$ cat config.mk
export PLATFORM = sky130hd
export DESIGN_NAME = median_filter_ctrl
export DESIGN_NICKNAME = d
export VERILOG_FILES = /design/src/rtl/mf_pkg.sv /design/src/rtl/mf_tag_delay.sv /design/src/rtl/median_filter_ctrl.sv
export SDC_FILE = /design/constraint.sdc
export NUM_CORES = 1
export LEC_CHECK = 0
export ABC_AREA = 0
export CAP_MARGIN = 25
export CORE_MARGIN = 2
export CORE_UTILIZATION = 54
export DETAILED_ROUTE_END_ITERATION = 10
export PLACE_DENSITY = 0.78
export SKIP_CTS_REPAIR_TIMING = 1
export SLEW_MARGIN = 20
export SYNTH_ARGS = -nofsm -noshare
export SYNTH_HDL_FRONTEND = slang
export SYNTH_HIERARCHICAL = 1
export SYNTH_SLANG_ARGS = --single-unit
export TNS_END_PERCENT = 10
$ cat constraint.sdc
create_clock -name clk -period 2.6 [get_ports clk]
set_input_delay 0.52 -clock clk [delete_from_list [all_inputs] [get_ports clk]]
set_output_delay 0.52 -clock clk [all_outputs]
set_load 0.01 [all_outputs]
$ cat src/rtl/mf_pkg.sv
// Shared constants and types for the median filter line sequencer.
// Window geometry is fixed by TAPS; PAD samples are injected on each side of a line.
package mf_pkg;

  localparam int TAPS = 9;
  localparam int PAD  = (TAPS - 1) / 2;
  localparam int DISC = 2 * PAD;

  typedef enum logic [1:0] {IDLE, LEAD, PASS, TAIL} state_t;

  typedef struct packed {
    logic v;
    logic keep;
    logic eol;
  } tag_t;

endpackage

$ cat src/rtl/mf_tag_delay.sv
// Fixed-depth shift register carrying sample tags alongside the free-running filter.
// Cleared asynchronously so that outputs of an aborted line are never tagged valid.
module mf_tag_delay
  import mf_pkg::*;
#(
  parameter int DEPTH = 14
) (
  input  logic clk,
  input  logic rst_n,
  input  tag_t i_tag,
  output tag_t o_tag,
  output logic o_any_v
);

  logic [DEPTH-1:0] w_v;

  for (genvar gi = 0; gi < DEPTH; gi++) begin : g_stage
    tag_t r_q;
    if (gi == 0) begin : g_head
      always_ff @(posedge clk or negedge rst_n) begin
        if (!rst_n) r_q <= '0;
        else        r_q <= i_tag;
      end
    end else begin : g_body
      always_ff @(posedge clk or negedge rst_n) begin
        if (!rst_n) r_q <= '0;
        else        r_q <= g_stage[gi-1].r_q;
      end
    end
    assign w_v[gi] = r_q.v;
  end

  assign o_tag   = g_stage[DEPTH-1].r_q;
  assign o_any_v = |w_v;

endmodule

$ cat src/rtl/median_filter_ctrl.sv
// Line sequencer for a 9-tap median filter: pads each line, feeds the filter gaplessly
// and re-tags the filter's free-running output so exactly N medians leave per line.
module median_filter_ctrl
  import mf_pkg::*;
#(
  parameter int MF_LAT   = 14,
  parameter int PAD_MODE = 0,
  parameter int LEN_W    = 12
) (
  input  logic       clk,
  input  logic       rst_n,
  input  logic       en,
  input  logic [7:0] s_dat,
  input  logic       s_val,
  input  logic       s_eol,
  output logic       s_rdy,
  output logic [7:0] mf_dat_o,
  output logic       mf_val_o,
  input  logic [7:0] mf_dat_i,
  input  logic       mf_val_i,
  output logic [7:0] m_dat,
  output logic       m_val,
  output logic       m_eol,
  output logic       busy,
  output logic       err_gap,
  output logic       err_sync
);

  state_t           r_state;
  logic [LEN_W-1:0] r_pad_cnt;
  logic [LEN_W-1:0] r_smp_cnt;
  logic [7:0]       r_edge;
  logic [7:0]       r_last;
  tag_t             r_tag;
  logic             r_s_rdy;
  logic [7:0]       r_mf_dat;
  logic             r_mf_val;
  logic [7:0]       r_m_dat;
  logic             r_m_val;
  logic             r_m_eol;
  logic             r_err_gap;
  logic             r_err_sync;

  logic             w_start;
  logic             w_pad_last;
  logic             w_keep;
  logic [LEN_W-1:0] w_smp_inc;
  logic [7:0]       w_pad_dat;
  tag_t             w_tag_out;
  logic             w_inflight;
  logic             w_exit_v;

  assign w_start    = en & s_val;
  assign w_pad_last = (r_pad_cnt == LEN_W'(PAD - 1));
  // Only samples whose window lies entirely inside the padded line produce a median.
  assign w_keep     = (r_smp_cnt >= LEN_W'(DISC));
  assign w_smp_inc  = (&r_smp_cnt) ? r_smp_cnt : r_smp_cnt + 1'b1;
  assign w_pad_dat  = (PAD_MODE == 0) ? 8'd0 : ((r_state == LEAD) ? r_edge : r_last);
  assign w_exit_v   = w_tag_out.v & w_tag_out.keep & mf_val_i;

  mf_tag_delay #(.DEPTH(MF_LAT)) u_tag_delay (
    .clk     (clk),
    .rst_n   (rst_n),
    .i_tag   (r_tag),
    .o_tag   (w_tag_out),
    .o_any_v (w_inflight)
  );

  always_ff @(posedge clk or negedge rst_n) begin
    if (!rst_n) begin
      r_state    <= IDLE;
      r_pad_cnt  <= '0;
      r_smp_cnt  <= '0;
      r_edge     <= '0;
      r_last     <= '0;
      r_tag      <= '0;
      r_s_rdy    <= 1'b0;
      r_mf_dat   <= '0;
      r_mf_val   <= 1'b0;
      r_m_dat    <= '0;
      r_m_val    <= 1'b0;
      r_m_eol    <= 1'b0;
      r_err_gap  <= 1'b0;
      r_err_sync <= 1'b0;
    end else begin
      r_mf_val <= 1'b0;
      r_tag    <= '0;
      case (r_state)
        IDLE: begin
          if (w_start) begin
            r_state   <= LEAD;
            r_pad_cnt <= '0;
            r_smp_cnt <= '0;
            r_edge    <= s_dat;
          end
        end
        LEAD: begin
          r_mf_val  <= 1'b1;
          r_mf_dat  <= w_pad_dat;
          r_tag     <= '{v: 1'b1, keep: w_keep, eol: 1'b0};
          r_smp_cnt <= w_smp_inc;
          r_pad_cnt <= r_pad_cnt + 1'b1;
          if (w_pad_last) begin
            r_state <= PASS;
            r_s_rdy <= 1'b1;
          end
        end
        PASS: begin
          if (s_val) begin
            r_mf_val  <= 1'b1;
            r_mf_dat  <= s_dat;
            r_last    <= s_dat;
            r_tag     <= '{v: 1'b1, keep: w_keep, eol: 1'b0};
            r_smp_cnt <= w_smp_inc;
            if (s_eol) begin
              r_state   <= TAIL;
              r_s_rdy   <= 1'b0;
              r_pad_cnt <= '0;
            end
          end else begin
            r_err_gap <= 1'b1;
          end
        end
        TAIL: begin
          r_mf_val  <= 1'b1;
          r_mf_dat  <= w_pad_dat;
          r_tag     <= '{v: 1'b1, keep: w_keep, eol: w_pad_last};
          r_smp_cnt <= w_smp_inc;
          r_pad_cnt <= r_pad_cnt + 1'b1;
          if (w_pad_last) begin
            // Chain straight into the next line's lead pads so the filter sees no bubble.
            if (w_start) begin
              r_state   <= LEAD;
              r_pad_cnt <= '0;
              r_smp_cnt <= '0;
              r_edge    <= s_dat;
            end else begin
              r_state <= IDLE;
            end
          end
        end
        default: r_state <= IDLE;
      endcase

      r_m_val <= w_exit_v;
      r_m_eol <= w_exit_v & w_tag_out.eol;
      r_m_dat <= mf_dat_i;
      if (w_tag_out.v != mf_val_i) r_err_sync <= 1'b1;
    end
  end

  assign s_rdy    = r_s_rdy;
  assign mf_dat_o = r_mf_dat;
  assign mf_val_o = r_mf_val;
  assign m_dat    = r_m_dat;
  assign m_val    = r_m_val;
  assign m_eol    = r_m_eol;
  assign busy     = (r_state != IDLE) | r_tag.v | w_inflight;
  assign err_gap  = r_err_gap;
  assign err_sync = r_err_sync;

endmodule

==> metrics list <==
- Clock tree synthesis selected as its root buffer the cell sky130_fd_sc_hd__clkbuf_8.
* Total of flip-flops plus latches after synthesis: 93
- Of the cells placed in the final design, the portion with a size suffix greater than 1 is 9.366%.
* Actual transition at the worst max-transition pin: 0.6370 ns
- Die H: 85.44 microns
- Number of enable flip-flop cells after synthesis: 0
* Critical-path top delay cell: sky130_fd_sc_hd__clkdlybuf4s50_1
* Crit path kind: flop to primary output
* Number of buffer and inverter stages on the critical path: 1
- Maximum capacitance violations: 0
* Ordered list of cells on the worst path: nor4_2 > nand4_1 > nor2_1 > nand2_1 > clkdlybuf4s50_1
- Mean routed wirelength per cell: 14.77 microns
- The worst setup path is captured at a primary output.
* Accumulated negative setup slack: 0 ns
- The clock period could shrink to 2.418 ns.
* Number of sinks driven by the clock tree: 93
- STA classifies the critical path startpoint as a flop.
- Number of top-level pins: 45
- Maximum root-to-sink buffer count: 2
* Number of optimization iterations in the first detailed-route pass: 4
- Broken down by cell family, the worst path's largest delay share belongs to simple AND/OR/NAND/NOR gates.
* End-of-flow core utilization: 68.16%
- Slowest cell delay on critical path: 0.48 ns
- Number of nets produced by synthesis: 331
- The number of antenna diodes in the final layout is 0.
- Ys async rst share: 100.0%
* F_max: 413.5 MHz
- # fillers: 455
- Once detail routing completed, the nets flagged for antenna violations numbered 0.
- Starting DRT DRC Count: 122
- Vias per cell: 5.509
- Summing all placed instances gives a cell area of 0.004148 sq mm.
- The final layout contains routed wiring with a total length of 6.499 mm.
- VDD sags by at most 0.6743 mV.
- Entering global routing, the biggest net connects 41 pins.
- Distinct cells, synth: 44
* Clk pin slew, worst setup/hold paths: 0.10 ns
- Final Power: 4135 uW
* Result of the run: finished clean
- Critical path peak fanout: 2
- Detailed placement ended at an HPWL of 4.439 mm.
* Worst endpoint data arrival time: 1.90 ns
- In this run the tightest slew margin relative to its limit is 57.14%.
* Overall die width: 85.44 microns
- Total DRC errors in the routed layout: 0
- Synth warnings: 6
- Area growth syn-to-layout: 21.56%
* Cell count after synthesis: 301
* Final Hold Vio Count: 0
- Of the available clock period, the critical path in the final layout requires 93.01%.
- TritonCTS built the clock tree.
- Fraction of the yosys area taken by sequential cells: 64.99%
* Leakage component of the power: 0.001953 uW
- Commonest register cell after synthesis: sky130_fd_sc_hd__dfrtp_1
- Clock insertion delay at the later pin of the skew report: 0.36 ns
* Maximum level of the CTS H-tree: 3
- Number of nets in the layout: 388
- Averaged over all synthesized cells, the footprint is 11.90 sq um.
* Final Cell Area: 0.004353 sq mm
- Pins over their slew limit: 0
- Once the floorplan was initialized, standard cells occupied 56.07% of the core.
- Across every metal layer, demand over resource in global routing totals 19.42%.
- Hold slack final: 0.1099 ns
* Remaining Overflow, GRT: 0
- In this run the cell area of the synthesized design comes to 0.003581 sq mm.
- First-pass GRT wire length: 11.13 mm
- The die covers 0.007299 sq mm.
- Site row count: 29
- Final RePlAce weighted congestion: 0.8891
- The via count of the first global-routing pass is 2,393.
- Setup violations remaining at the end of the flow were counted as 0.
- Core area: 0.006386 sq mm
- Initial antenna violation count: 0
* RSZ-0062 raised after global routing: no
- The min-delay analysis places its worst path in the category input port to async pin.
- Dividing total power by cell area gives a power density of 949.9 mW/mm^2.
- Data required, critical path: 2.08 ns
- The count of buffers added on input and output ports is 44.
- Worst Skew: 0.007533 ns
* Number of buffers created by CTS: 9
* Total number of vias: 2,424
==> layout make-up <==
class,instances,area (sq um),area share (%)
clock buffer,9,123.9,2.846
clock inverter,7,75.07,1.725
inverter,15,56.30,1.293
multi-input combinational,188,1184,27.19
sequential,93,2327,53.46
tap,77,96.34,2.213
timing repair buffer,51,490.5,11.27
==> where the power goes <==
part | total (uW) | leakage, uW | internal (uW) | switching [uW]
clock | 936 | 0.0000985 | 380 | 556
combinational | 1320 | 0.000637 | 557 | 761
sequential | 1880 | 0.00122 | 1700 | 182
==> logic make-up (layout without fill, tap and decap cells) <==
logic type | Yosys count | after routing | share of synthesized area [%]
simple gates | 110 | 110 | 16.67
flops | 93 | 93 | 64.99
compound gates | 64 | 64 | 11.60
buf+inv | 20 | 82 | 2.131
fa+ha+maj | 8 | 8 | 2.795
mux | 5 | 5 | 1.572
xor+xnor | 1 | 1 | 0.2446
==> routing by layer <==
metal  up-vias  track usage (%)  wire length, microns
li1       1181                -                     -
met1      1177            26.67                  3109
met2        60            29.83                  3010
met3         6            6.323                   325
met4         0            5.916                    53
met5         -                0                     0
==> flip-flops by register name, summed over array words and instances (netlist names) <==
name,flops
u_tag_delay/g_stage.r_q,39
r_pad_cnt,12
r_smp_cnt,12
m_dat,8
mf_dat_o,8
r_tag,3
u_tag_delay/o_tag,3
r_state,2
err_gap,1
err_sync,1
m_eol,1
m_val,1
mf_val_o,1
s_rdy,1
==> stage by stage <==
step	worst slack, ns	instances
2_1_floorplan	0.6864	301
3_3_place_gp	0.3254	424
3_5_place_dp	0.2697	424
4_1_cts	0.1233	440
5_1_grt	0.03689	440
6_report	0.1818	440
==> synthesized netlist by cell type (all sizes together), types with 2 or more instances <==
master  number  share of area (%)
nor2        20                2.1
o21ai       26                3.6
o311ai       4               0.98
ha           8                2.8
mux2         2               0.73
inv         15                1.6
a22o         3               0.73
mux2i        3               0.84
o21bai       2               0.42
nor4         6                1.5
nand4        5               0.87
nand2       25                2.6
dfrtp       93                 65
and3         4               0.70
o31ai        4                1.2
a21oi       13                1.8
nand3       25                3.8
a31oi        4               0.70
a21o         2               0.42
nand2b       5               0.87
nor3         8                1.3
and2         4               0.70
nor4b        3                1.2
clkbuf       4               0.42
==> layout by cell type, fill, tap and decap left out, types with 5 or more instances in the layout <==
| cell type | instances |
|---|---|
| sky130_fd_sc_hd__o21ai_0 | 25 |
| sky130_fd_sc_hd__inv_1 | 15 |
| sky130_fd_sc_hd__nand3_1 | 24 |
| sky130_fd_sc_hd__buf_4 | 8 |
| sky130_fd_sc_hd__nand4_1 | 5 |
| sky130_fd_sc_hd__nand2_1 | 25 |
| sky130_fd_sc_hd__ha_1 | 8 |
| sky130_fd_sc_hd__dfrtp_1 | 93 |
| sky130_fd_sc_hd__clkbuf_8 | 9 |
| sky130_fd_sc_hd__a21oi_1 | 13 |
| sky130_fd_sc_hd__nand2b_1 | 5 |
| sky130_fd_sc_hd__clkdlybuf4s50_1 | 43 |
| sky130_fd_sc_hd__nor2_1 | 20 |
| sky130_fd_sc_hd__nor3_1 | 7 |
==> path summary, 6_finish.rpt <==
kind / startpoint / endpoint / slack [ns] / cells after the start
worst max-delay path: u_tag_delay/g_stage[3].r_q[2] / busy / 0.18 / 5
worst min-delay path: rst_n / r_tag[2] / 0.11 / 1
worst max register to register: r_pad_cnt[0] / r_smp_cnt[0] / 0.41 / 6
worst min register to register: u_tag_delay/g_stage[6].r_q[1] / u_tag_delay/g_stage[7].r_q[1] / 0.35 / 0
max in group asynchronous: rst_n / m_dat[7] / 1.84 / 2
min in group clk: u_tag_delay/g_stage[6].r_q[1] / u_tag_delay/g_stage[7].r_q[1] / 0.35 / 0
(Power assumes the default switching activity.)
